==> src/rtl/alu_serial.sv <==
// alu_serial: bit-serial WIDTH-bit ALU, LSB first through one registered carry, valid/ready on both sides
module alu_serial #(
  parameter int WIDTH = 4
) (
  input  logic             clk,
  input  logic             rst,
  input  logic             in_valid,
  output logic             in_ready,
  input  logic [WIDTH-1:0] a,
  input  logic [WIDTH-1:0] b,
  input  logic             carry_in,
  input  logic [2:0]       select,
  output logic             out_valid,
  input  logic             out_ready,
  output logic [WIDTH-1:0] out,
  output logic             carry_out,
  output logic             overflow,
  output logic             zero
);
  localparam int CW = $clog2(WIDTH);
  typedef enum logic [1:0] {IDLE, RUN, DONE} state_t;
  state_t state, state_nx;
  logic [CW-1:0] cnt;
  logic [WIDTH-1:0] a_sh, b_sh, res_nx;
  logic [WIDTH-2:0] res_sh;
  logic [2:0] op;
  logic carry, carry_nx, last, arith, bb, bit_r;
  always_ff @(posedge clk)
    state <= rst ? IDLE : state_nx;
  always_comb
    state_nx = state == IDLE ? (in_valid ? RUN : IDLE) :
               state == RUN  ? (last ? DONE : RUN) :
               (out_ready ? IDLE : DONE);
  always_comb begin
    in_ready  = state == IDLE && !rst;
    out_valid = state == DONE;
  end
  // SUB reuses the adder with inverted B and the carry preset to 1
  always_comb begin
    last     = cnt == CW'(WIDTH - 1);
    arith    = op[2] & ~op[1];
    bb       = op[0] ? ~b_sh[0] : b_sh[0];
    carry_nx = (a_sh[0] & bb) | (carry & (a_sh[0] ^ bb));
    bit_r    = arith ? a_sh[0] ^ bb ^ carry :
               op[2] ? (op[0] ? b_sh[0] : a_sh[0]) :
               op[1] ? (op[0] ? ~(a_sh[0] | b_sh[0]) : a_sh[0] ^ b_sh[0]) :
               (op[0] ? a_sh[0] | b_sh[0] : a_sh[0] & b_sh[0]);
    res_nx   = {bit_r, res_sh};
  end
  always_ff @(posedge clk) begin
    if (rst) begin
      cnt       <= '0;
      carry     <= 1'b0;
      out       <= '0;
      carry_out <= 1'b0;
      overflow  <= 1'b0;
      zero      <= 1'b0;
    end else if (in_valid && in_ready) begin
      a_sh  <= a;
      b_sh  <= b;
      op    <= select;
      carry <= select == 3'b100 ? carry_in : select == 3'b101;
      cnt   <= '0;
    end else if (state == RUN) begin
      a_sh   <= a_sh >> 1;
      b_sh   <= b_sh >> 1;
      res_sh <= res_nx[WIDTH-1:1];
      carry  <= carry_nx;
      cnt    <= cnt + 1'b1;
      if (last) begin
        out       <= res_nx;
        carry_out <= arith & carry_nx;
        overflow  <= arith & (carry ^ carry_nx);
        zero      <= ~|res_nx;
      end
    end
  end
endmodule

==> config.mk <==
export PLATFORM = sky130hd
export DESIGN_NAME = alu_serial
export DESIGN_NICKNAME = d
export VERILOG_FILES = /design/src/rtl/alu_serial.sv
export SDC_FILE = /design/constraint.sdc
export NUM_CORES = 1
export LEC_CHECK = 0
export ABC_AREA = 1
export CAP_MARGIN = 20
export CORE_MARGIN = 1
export CORE_UTILIZATION = 33
export CTS_CLUSTER_DIAMETER = 40
export DETAILED_ROUTE_END_ITERATION = 10
export SLEW_MARGIN = 20
export SYNTH_ARGS = -nofsm -noshare
export SYNTH_HDL_FRONTEND = slang
export SYNTH_SLANG_ARGS = --single-unit
export TNS_END_PERCENT = 20
==> constraint.sdc <==
create_clock -name clk -period 3.55 [get_ports clk]
set_input_delay 1.065 -clock clk [delete_from_list [all_inputs] [get_ports clk]]
set_output_delay 1.065 -clock clk [all_outputs]
set_load 0.03 [all_outputs]
Word-level counts from Yosys, hierarchy flattened. Index checks and enable logic that the tools add are counted.

Register bits: 26. Latch bits: 0. Bits in writable memories: 0. Memory bits (read-only): 0. Bits of input ports: 16. Output and inout port bits: 9. Word-level logic and storage cells: 65. Memories kept: 0.

Add/subtract/negate cells: 1. Multipliers: 0. Div/mod/pow operators: 0. Magnitude comparators: 0. Equal/unequal tests: 5. Shifts and indexed selects: 0. Multiplexer cells: 19. Bitwise operators: 17. Reduce and logical (&&, ||, !) cells: 12.

Operators with widths (number): $mux W4 (4); $mux W1 (11); $mux W2 (4); $and A1 B1 Y1 (6); $eq A3 B3 Y1 const B (2); $reduce_and A3 Y1 (2); $not A1 Y1 (5); $eq A2 B2 Y1 const B (2); $reduce_and A2 Y1 (2); $reduce_or A4 Y1 (1); $xor A1 B1 Y1 (4); $add A2 B1 Y2 const B (1); $eq A2 B1 Y1 const B (1); $logic_and A1 B1 Y1 (2); $logic_not A1 Y1 (2); $logic_not A2 Y1 (1); $or A1 B1 Y1 (2); $reduce_bool A2 Y1 (1); $reduce_or A2 Y1 (1).

Logic depth before layout (Yosys ltp). Gate-level depths: netlist (run 1).

Depth after elaboration: 8. Depth in mapped cells: 10. Mapped depth without buffers: 10.

Worst setup path before layout (run 1). No wires, ideal clock.

Path type: input -> output. Start point: input port rst. End point: output port in_ready. Arrival time: 1.482 ns. Required time: 2.485 ns. Setup slack: 1.003 ns. Cell stages on the path: 2. Buffers on the path: 1. Cell sequence: clkbuf_2 nor2_4.

Word-level cells in the longest chain between the ends: 2.

Ends and longest elaborated chain: from (decl) (RTL line 6) `input logic rst,`; $logic_not A1 Y1 (RTL line 35) `in_ready = state == IDLE && !rst;`; $logic_and A1 B1 Y1 (RTL line 35); to (decl) (RTL line 8) `output logic in_ready,`.

Every way passes these cells.

Worst setup path in the final report (run 1). Same ends and word-level chain as after synthesis.

==> flow_summary.toml, run 1 <==
[layout]
areaGrowthSynthToFinish_pct = 28.8
layout-drive-gt1-share = 0.119
nNetsFinal = 182
diodes = 0

[placed_design]
dp_hpwl_mm = 1.68
port_buffers = 24
place.gp.congestion = 0.767

[logic_synthesis]
synth_edf_count = 14
synthMostInstantiatedCell = "nand2_1"
ys_seq_area_frac = 0.539
ys_warn_count = 0
synth_ff_type = "edfxtp_1"
syn-cell-area_mm2 = 0.00122
synth_top_area_cell = "edfxtp_1"
synthArstFlopShare = 0
synth_common_cells = "42 x nand2_1, 18 x inv_1, 14 x edfxtp_1, 12 x dfxtp_1"
synth.net_count = 154
synthTopCellsByArea = "edfxtp_1 34%, dfxtp_1 20%, nand2_1 13%, inv_1 5.5%, ha_1 4.1%"
syn_avg_cell_area_um2 = 9.21
ys_ff_latch = 26
syn_inst = 133
yosysTopAreaCellShare = 0.343
synth_cell_type_count = 26

[worst_setup_path]
startpoint = "rst"
path_cells = "clkdlybuf4s50_1, nor2_4, buf_4"
crit_path_max_incr_delay_ns = 0.46
required_ns = 2.48
start_kind = "input port"
worstPathMaxFanout = 2
path_class = "in -> out"
rrSetupSlack_ns = 1.91
cp.arrival_ns = 1.87
reg2reg_to = "overflow"
r2r_start = "b_sh[0]"
setup.worst_path.end_class = "primary output"
endpoint = "in_ready"
reg2reg_depth = 5
crit_slowest_cell = "clkdlybuf4s50_1"

[sta]
relSlewSlack = 0.774
layout_min_cycle_time_ns = 2.93
final-max-slew-violation-count = 0
tightest_slew_ns = 0.339
fin_tns_setup_ns = 0
rsz0062_at_grt = "false"
period_share = 0.826
hold_ws_ns = 0.469
max_clock_freq_mhz = 341
hold_viol_final = 0
fin_skew_ns = 0.00539
setup_viol = 0

[clock_tree]
h-tree-depth = 1
cts_root_buf = "clkbuf_8"
post_cts_buffers = 0
clock_sinks = 26
clkTransAtPathRegs_ns = 0.09
clkLatencyLatePin_ns = 0.27
cts_hold_buf = 0
cts.repair.resized = 0
cts_tree = "done"
clockBufferDepth = 2
cts_buffers = 3

[power_and_ir_drop]
p_leak_nw = 0.687
power_density_mw_per_mm2 = 414
vdd_drop_max_mv = 0.232

[global_route]
antenna_found_initial = 0
grt_pass1_wl_mm = 3.80
grt_pass1_vias = 909
track_usage = 0.122
grt_max_degree = 16
grt_overflow_total = 0

[floorplanning]
ios = 25
start_util = 0.356
die_y_um = 62.9
die_area_mm2 = 0.00396
die_w_um = 62.9
coreArea_mm2 = 0.00344
rows = 21

[detailed_routing]
vias = 914
route.detailed.drc = 0
drtIter0Drc = 23
post_drt_via_cell_ratio = 4.44
wl_mm = 2.16
wl_per_cell_um = 10.5
dr.pass1.iters = 4
ant_nets = 0

[worst_hold_path]
min_path_type = "reg -> reg"

[status]
status = "finished clean"

[flow_run]
cap_violations = 0
==> per-layer routing <==
metal	track usage	vias to the layer above	part of all wire	wire length (um)
met5	0	-	0	0
met1	0.136	418	0.45	976
met2	0.216	17	0.50	1070
met3	0.0274	4	0.031	66
li1	-	475	-	-
met4	0.0610	0	0.019	42
==> report_power, final <==
part	total [W]	internal [W]	switching, W
Combinational	0.0000884	0.0000415	0.0000469
Clock	0.000215	0.000123	0.0000927
Sequential	0.000350	0.000338	0.0000112
==> kinds of logic after synthesis <==
logic type / after synthesis / share of synthesized area
AO/OA/AOI/OAI: 11 / 0.0501
XOR/XNOR: 2 / 0.0143
adder cells (fa/ha/maj): 5 / 0.0572
buffers and inverters: 21 / 0.0725
flip-flops: 26 / 0.539
multiplexers: 2 / 0.0174
AND/OR/NAND/NOR: 66 / 0.249
==> worst min-delay path by stage <==
| stage | endpoint | cells after the start | from | slack, ns |
|---|---|---|---|---|
| 6_report | out[1] | 2 | out[1] | 0.47 |
| 5_1_grt | out[1] | 2 | out[1] | 0.50 |
| 4_1_cts | out[1] | 2 | out[1] | 0.47 |
| 3_5_place_dp | out[1] | 2 | out[1] | 0.46 |
| 3_3_place_gp | overflow | 2 | overflow | 0.46 |
| 2_1_floorplan | res_sh[1] | 0 | res_sh[2] | 0.44 |
==> through the flow <==
stage / std cells / util / power [W] / setup WS, ns / area, um^2
after global routing: 206 / 0.458 / 0.000688 / 0.571 / 1580
final: 206 / 0.458 / 0.000653 / 0.619 / 1580
after CTS: 206 / 0.458 / 0.000660 / 0.615 / 1580
after floorplan: 133 / - / 0.000413 / 1.00 / 1220
after global placement: 202 / 0.439 / 0.000442 / 0.640 / 1510
after detailed placement: 202 / 0.439 / 0.000447 / 0.615 / 1510
==> registers in the layout, summed over array words and instances, names as in the netlist <==
signal and count:
out 4, zero 1, res_sh 3, overflow 1, cnt 2, carry 1
a_sh 4, b_sh 4, op 3, state 2, carry_out 1
==> worst max-delay path: cells and delay by family <==
kind                   cells  cell delay [ns]
buffers and inverters      2             0.64
and+or+nand+nor            1             0.16
==> cells in the final DEF (no fill, tap or decap), drive strengths merged <==
cell,synthesis,layout
buf,1,2
inv,18,18
o21bai,1,1
or2,4,4
mux2i,1,1
nor2,8,8
ha,4,4
clkbuf,1,4
nand4,1,1
dfxtp,12,12
fa,1,1
mux2,1,1
nand3,9,9
a21oi,7,7
xor2,2,2
edfxtp,14,14
nand2,43,43
clkinv,1,1
nor3,1,1
o21ai,3,3
clkdlybuf4s50,0,23
==> layout make-up <==
type                       instances  area (um^2)
inverter                          19         72.6
tap                               46         57.6
multi-input combinational         86          475
timing repair buffer              25          245
clock buffer                       4         66.3
fill                             358         1860
sequential                        26          661
No activity file was read; power rests on OpenSTA's default activity.
==> inputs of run 2 (changes only) <==
Clock period 3.55 ns to 2.4 ns, I/O delays scaled along.
==> run 2 against run 1 <==
Compared with the run above: worst hold slack worse by 0.0018 ns; critical path type unchanged; largest power group unchanged; via count shrank 0.98%; non-clock buffer count grew 1; design area increased by 0.48%; clock power grew 49%.
==> flow_summary.toml, run 2 (synthesized netlist as in run 1, its figures left out) <==
[worst_hold_path]
min_path_type = "reg -> reg"

[placed_design]
place.gp.congestion = 0.746
placed_cells = 203
port_buffers = 24
dp_hpwl_mm = 1.64

[layout]
diodes = 0
areaGrowthSynthToFinish_pct = 29.4
final_core_util = 0.461
fin_cells = 207
final_common_cell = "nand2_1"
layout-drive-gt1-share = 0.124
final_cell_mix = "42 x nand2_1, 23 x clkdlybuf4s50_1, 18 x inv_1"
reg.largest.list = "a_sh x4, b_sh x4, out x4"
nNetsFinal = 183
fillers = 346

[power_and_ir_drop]
p_leak_nw = 0.693
clock_power_share = 0.331
p_int_w = 0.000745
power_frac_comb = 0.136
sw_frac_of_total = 0.232
vdd_drop_max_mv = 0.278
power_density_mw_per_mm2 = 611
seqPwrFrac = 0.534
power_switching_w = 0.000224

[global_route]
grt_overflow_total = 0
grt_pass1_wl_mm = 3.82
grt_max_degree = 16
grt_pass1_vias = 933
antenna_found_initial = 0
track_usage = 0.119

[floorplanning]
ios = 25
rows = 21
die_area_mm2 = 0.00396
start_util = 0.356
die_y_um = 62.9
coreArea_mm2 = 0.00344
die_w_um = 62.9

[worst_setup_path]
reg2reg_to = "overflow"
startpoint = "rst"
endpoint = "in_ready"
setup.worst_path.end_class = "primary output"
path_class = "in -> out"
required_ns = 1.68
worstPathMaxFanout = 2
path_cells = "clkdlybuf4s50_1, nor2_4, buf_4"
rrSetupSlack_ns = 0.78
cp.arrival_ns = 1.51
reg2reg_depth = 5
start_kind = "input port"
crit_slowest_cell = "clkdlybuf4s50_1"
crit_path_max_incr_delay_ns = 0.46
r2r_start = "b_sh[0]"

[sta]
max_clock_freq_mhz = 449
fin_skew_ns = 0.00569
hold_viol_final = 0
period_share = 0.927
fin_tns_setup_ns = 0
setup_viol = 0
rsz0062_at_grt = "false"
layout_min_cycle_time_ns = 2.23
tightest_slew_ns = 0.354
relSlewSlack = 0.763
final-max-slew-violation-count = 0

[flow_run]
cap_violations = 0

[detailed_routing]
post_drt_via_cell_ratio = 4.37
ant_nets = 0
wl_mm = 2.09
dr.pass1.iters = 3
route.detailed.drc = 0
wl_per_cell_um = 10.1
drtIter0Drc = 24
vias = 905

[clock_tree]
cts_buffers = 3
clock_sinks = 26
clockBufferDepth = 2
clkLatencyLatePin_ns = 0.27
cts_tree = "done"
post_cts_buffers = 0
clkTransAtPathRegs_ns = 0.09
cts_root_buf = "clkbuf_8"
cts.repair.resized = 0
h-tree-depth = 1
cts_hold_buf = 0

[status]
status = "finished clean"
[run 2: cell count changes in the layout (fill, tap and decap cells not counted)]
cell	change
buf_4	+1
[run 2: worst max-delay path: cells and delay by family]
kind	cells	cell delay [ns]
buffers and inverters	2	0.63
AND/OR/NAND/NOR	1	0.16
[run 2: worst min path at each step]
stage	slack (ns)	depth (start not counted)	startpoint	to
after CTS	0.47	2	out[0]	out[0]
final	0.47	2	out[0]	out[0]
after global placement	0.46	2	carry_out	carry_out
after global routing	0.51	2	out[2]	out[2]
after detailed placement	0.46	2	out[0]	out[0]
after floorplan	0.44	0	res_sh[2]	res_sh[1]
[run 2: layout make-up]
cell class,instances,area (um^2),share of cell area
multi-input combinational,86,475,0.300
timing repair buffer,26,253,0.159
tap,46,57.6,0.0363
sequential,26,661,0.417
inverter,19,72.6,0.0458
clock buffer,4,66.3,0.0418
[run 2: through the flow]
stage	instance area, um^2	setup slack, ns	total power [W]	hold slack [ns]
after CTS	1590	0.169	0.000981	0.473
after detailed placement	1520	0.168	0.000662	0.458
after global placement	1520	0.179	0.000656	0.457
after floorplan	1220	0.495	0.000611	0.442
after global routing	1590	0.144	0.00102	0.508
final	1590	0.174	0.000969	0.467
[run 2: power by group through the flow]
stage | Clock, W | Sequential [W] | Combinational, W
after global routing | 0.000345 | 0.000521 | 0.000150
after floorplan | 0 | 0.000524 | 0.0000876
final | 0.000320 | 0.000517 | 0.000132
after detailed placement | 0 | 0.000528 | 0.000135
after CTS | 0.000328 | 0.000518 | 0.000135
after global placement | 0 | 0.000527 | 0.000129
[run 2: routing by layer]
| layer | vias up | wire length, um | track usage | part of all wire |
|---|---|---|---|---|
| met5 | - | 0 | 0 | 0 |
| met1 | 411 | 951 | 0.133 | 0.45 |
| met3 | 4 | 56 | 0.0219 | 0.027 |
| li1 | 476 | - | - | - |
| met2 | 14 | 1060 | 0.220 | 0.50 |
| met4 | 0 | 29 | 0.0436 | 0.014 |
==> variant (settings of run 1) <==
Change the parameter `WIDTH` from 4 to 8.
--- a/src/rtl/alu_serial.sv
+++ b/src/rtl/alu_serial.sv
@@ -1,6 +1,6 @@
 // alu_serial: bit-serial WIDTH-bit ALU, LSB first through one registered carry, valid/ready on both sides
 module alu_serial #(
-  parameter int WIDTH = 4
+  parameter int WIDTH = 8
 ) (
   input  logic             clk,
   input  logic             rst,
Ports: changed (resized a, b and out); port bits go from 25 to 37. No check against the original RTL was run, so the function may have changed too.
==> variant against run 1 <==
- die area is 50% higher
- power grew 52%
- sequential power up 66%
- routed wire length grew 58%
- final area increased by 51%
- sequential cell count rose by 17
- utilization is 0.73 points lower
- clock power grew 37%
- worst setup slack got worse by 70 ps
- register-to-register slack worse by 270 ps
- fmax down 2.3%
- critical path depth unchanged
- area after synthesis rose by 52%
- critical endpoint unchanged
- largest cell class unchanged
==> variant: results (changes against run 1) <==
Critical path
  – R2R setup slack: 1640 ps (was 1910 ps)
  – Worst reg2reg startpoint: cnt[0] (was b_sh[0])
  – CP Data Arrival Time: 1940 ps (was 1870 ps)

Place
  – Detailed Place HPWL: 2.40 mm (was 1.68 mm)
  – GP Congestion: 0.746 (was 0.767)
  – Dpl cells: 305 (was 202)
  – Place WS: 529 ps (was 615 ps)
  – Area post-placement: 2300 µm² (was 1510 µm²)
  – Port buffer count: 36 (was 24)

Final layout
  – Layout cells sized above 1: 0.0741 (was 0.119)
  – Regs by FF count: a_sh (8), b_sh (8), out (8) (was a_sh (4), b_sh (4), out (4))
  – Diode count: 0 (unchanged)
  – Layout Nets: 272 (was 182)

Outcome
  – Status: completed (unchanged)

Synthesis
  – Seq/Total Area, Yosys: 0.604 (was 0.539)
  – Top cells by area, synth: edfxtp_1 42%, dfxtp_1 18%, nand2_1 14%, nor2_1 4.6%, inv_1 4.0% (was edfxtp_1 34%, dfxtp_1 20%, nand2_1 13%, inv_1 5.5%, ha_1 4.1%)
  – Synth cell types: 25 (was 26)
  – Post-synth EDFFs: 26 (was 14)
  – Cells after Synth: 200 (was 133)
  – Synthesized Nets: 230 (was 154)
  – Compound-Gate Fraction of Synth Area: 0.0546 (was 0.0501)
  – Synth top cells by count: 68 x nand2_1, 26 x edfxtp_1, 23 x nor2_1 (was 42 x nand2_1, 18 x inv_1, 14 x edfxtp_1)
  – Mux contribution to synthesized area: 0 (was 0.0174)
  – Post-Synth XOR/XNOR Area: 0.00943 (was 0.0143)

Clock network
  – Clk_lat worst skew: 290 ps (was 270 ps)
  – CTS buffer count: 5 (was 3)
  – H-tree depth: 2 (was 1)

GRT
  – GRT Overall Usage: 0.129 (was 0.122)
  – Met3 GRT Util: 0.0357 (was 0.0274)
  – Maximum number of pins on one net before global-route repair: 21 (was 16)
  – Met2 global-route usage: 0.220 (was 0.216)
  – First-pass GRT wire length: 5.94 mm (was 3.80 mm)
  – Number of global-route vias before repair: 1294 (was 909)

Power and ir drop
  – Pleak: 1.04 nW (was 0.687 nW)
  – Psw: 233 µW (was 151 µW)
  – Peak supply drop: 0.187 mV (was 0.232 mV)

Timing
  – Hold slack: 465 ps (was 469 ps)

Drt
  – Post-DR vias/cell: 4.33 (was 4.44)
  – Initial drt markers: 69 (was 23)
  – Via count: 1356 (was 914)

Worst hold path
  – Hold endpoint: zero (was out[1])
  – Hold_sp: zero (was out[1])
[variant: worst max-delay path: cells and delay by family]
kind,cells,cell delay (ps)
buffers and inverters,2,660
and+or+nand+nor,1,210
[variant: worst max-delay path by stage]
stage          slack [ps]        to  cells after the start
2_1_floorplan         850   a_sh[0]                      5
3_3_place_gp          510  in_ready                      3
3_5_place_dp          530  in_ready                      3
4_1_cts               520  in_ready                      3
5_1_grt               490  in_ready                      3
6_report              550  in_ready                      3
[variant: kinds of logic (layout without fill, tap and decap cells)]
group           count (synthesis)  in the layout
simple gates                  104            104
flops                          43             43
xor+xnor                        2              2
compound gates                 18             18
fa+ha+maj                       6              6
buf+inv                        27             70
[variant: power by group through the flow]
stage               clock network, mW  registers (mW)  logic [mW]
floorplan                           0           0.588      0.0697
global placement                    0           0.591       0.114
detailed placement                  0           0.591       0.117
CTS                             0.308           0.580       0.118
global route                    0.328           0.583       0.132
finish                          0.295           0.580       0.115
[variant: routing by layer]
| metal | up-vias | part of all wire |
|---|---|---|
| met5 | - | 0 |
| met4 | 0 | 0.0079 |
| met3 | 2 | 0.040 |
| met2 | 24 | 0.52 |
| met1 | 613 | 0.44 |
| li1 | 717 | - |
[variant: cell type report]
| type | count | area, µm² |
|---|---|---|
| fill | 544 | 2890 |
| sequential | 43 | 1120 |
| multi-input combinational | 130 | 621 |
| timing repair buffer | 39 | 380 |
| tap | 70 | 87.6 |
| inverter | 23 | 86.3 |
| clock buffer | 7 | 76.3 |
| clock inverter | 1 | 5.00 |
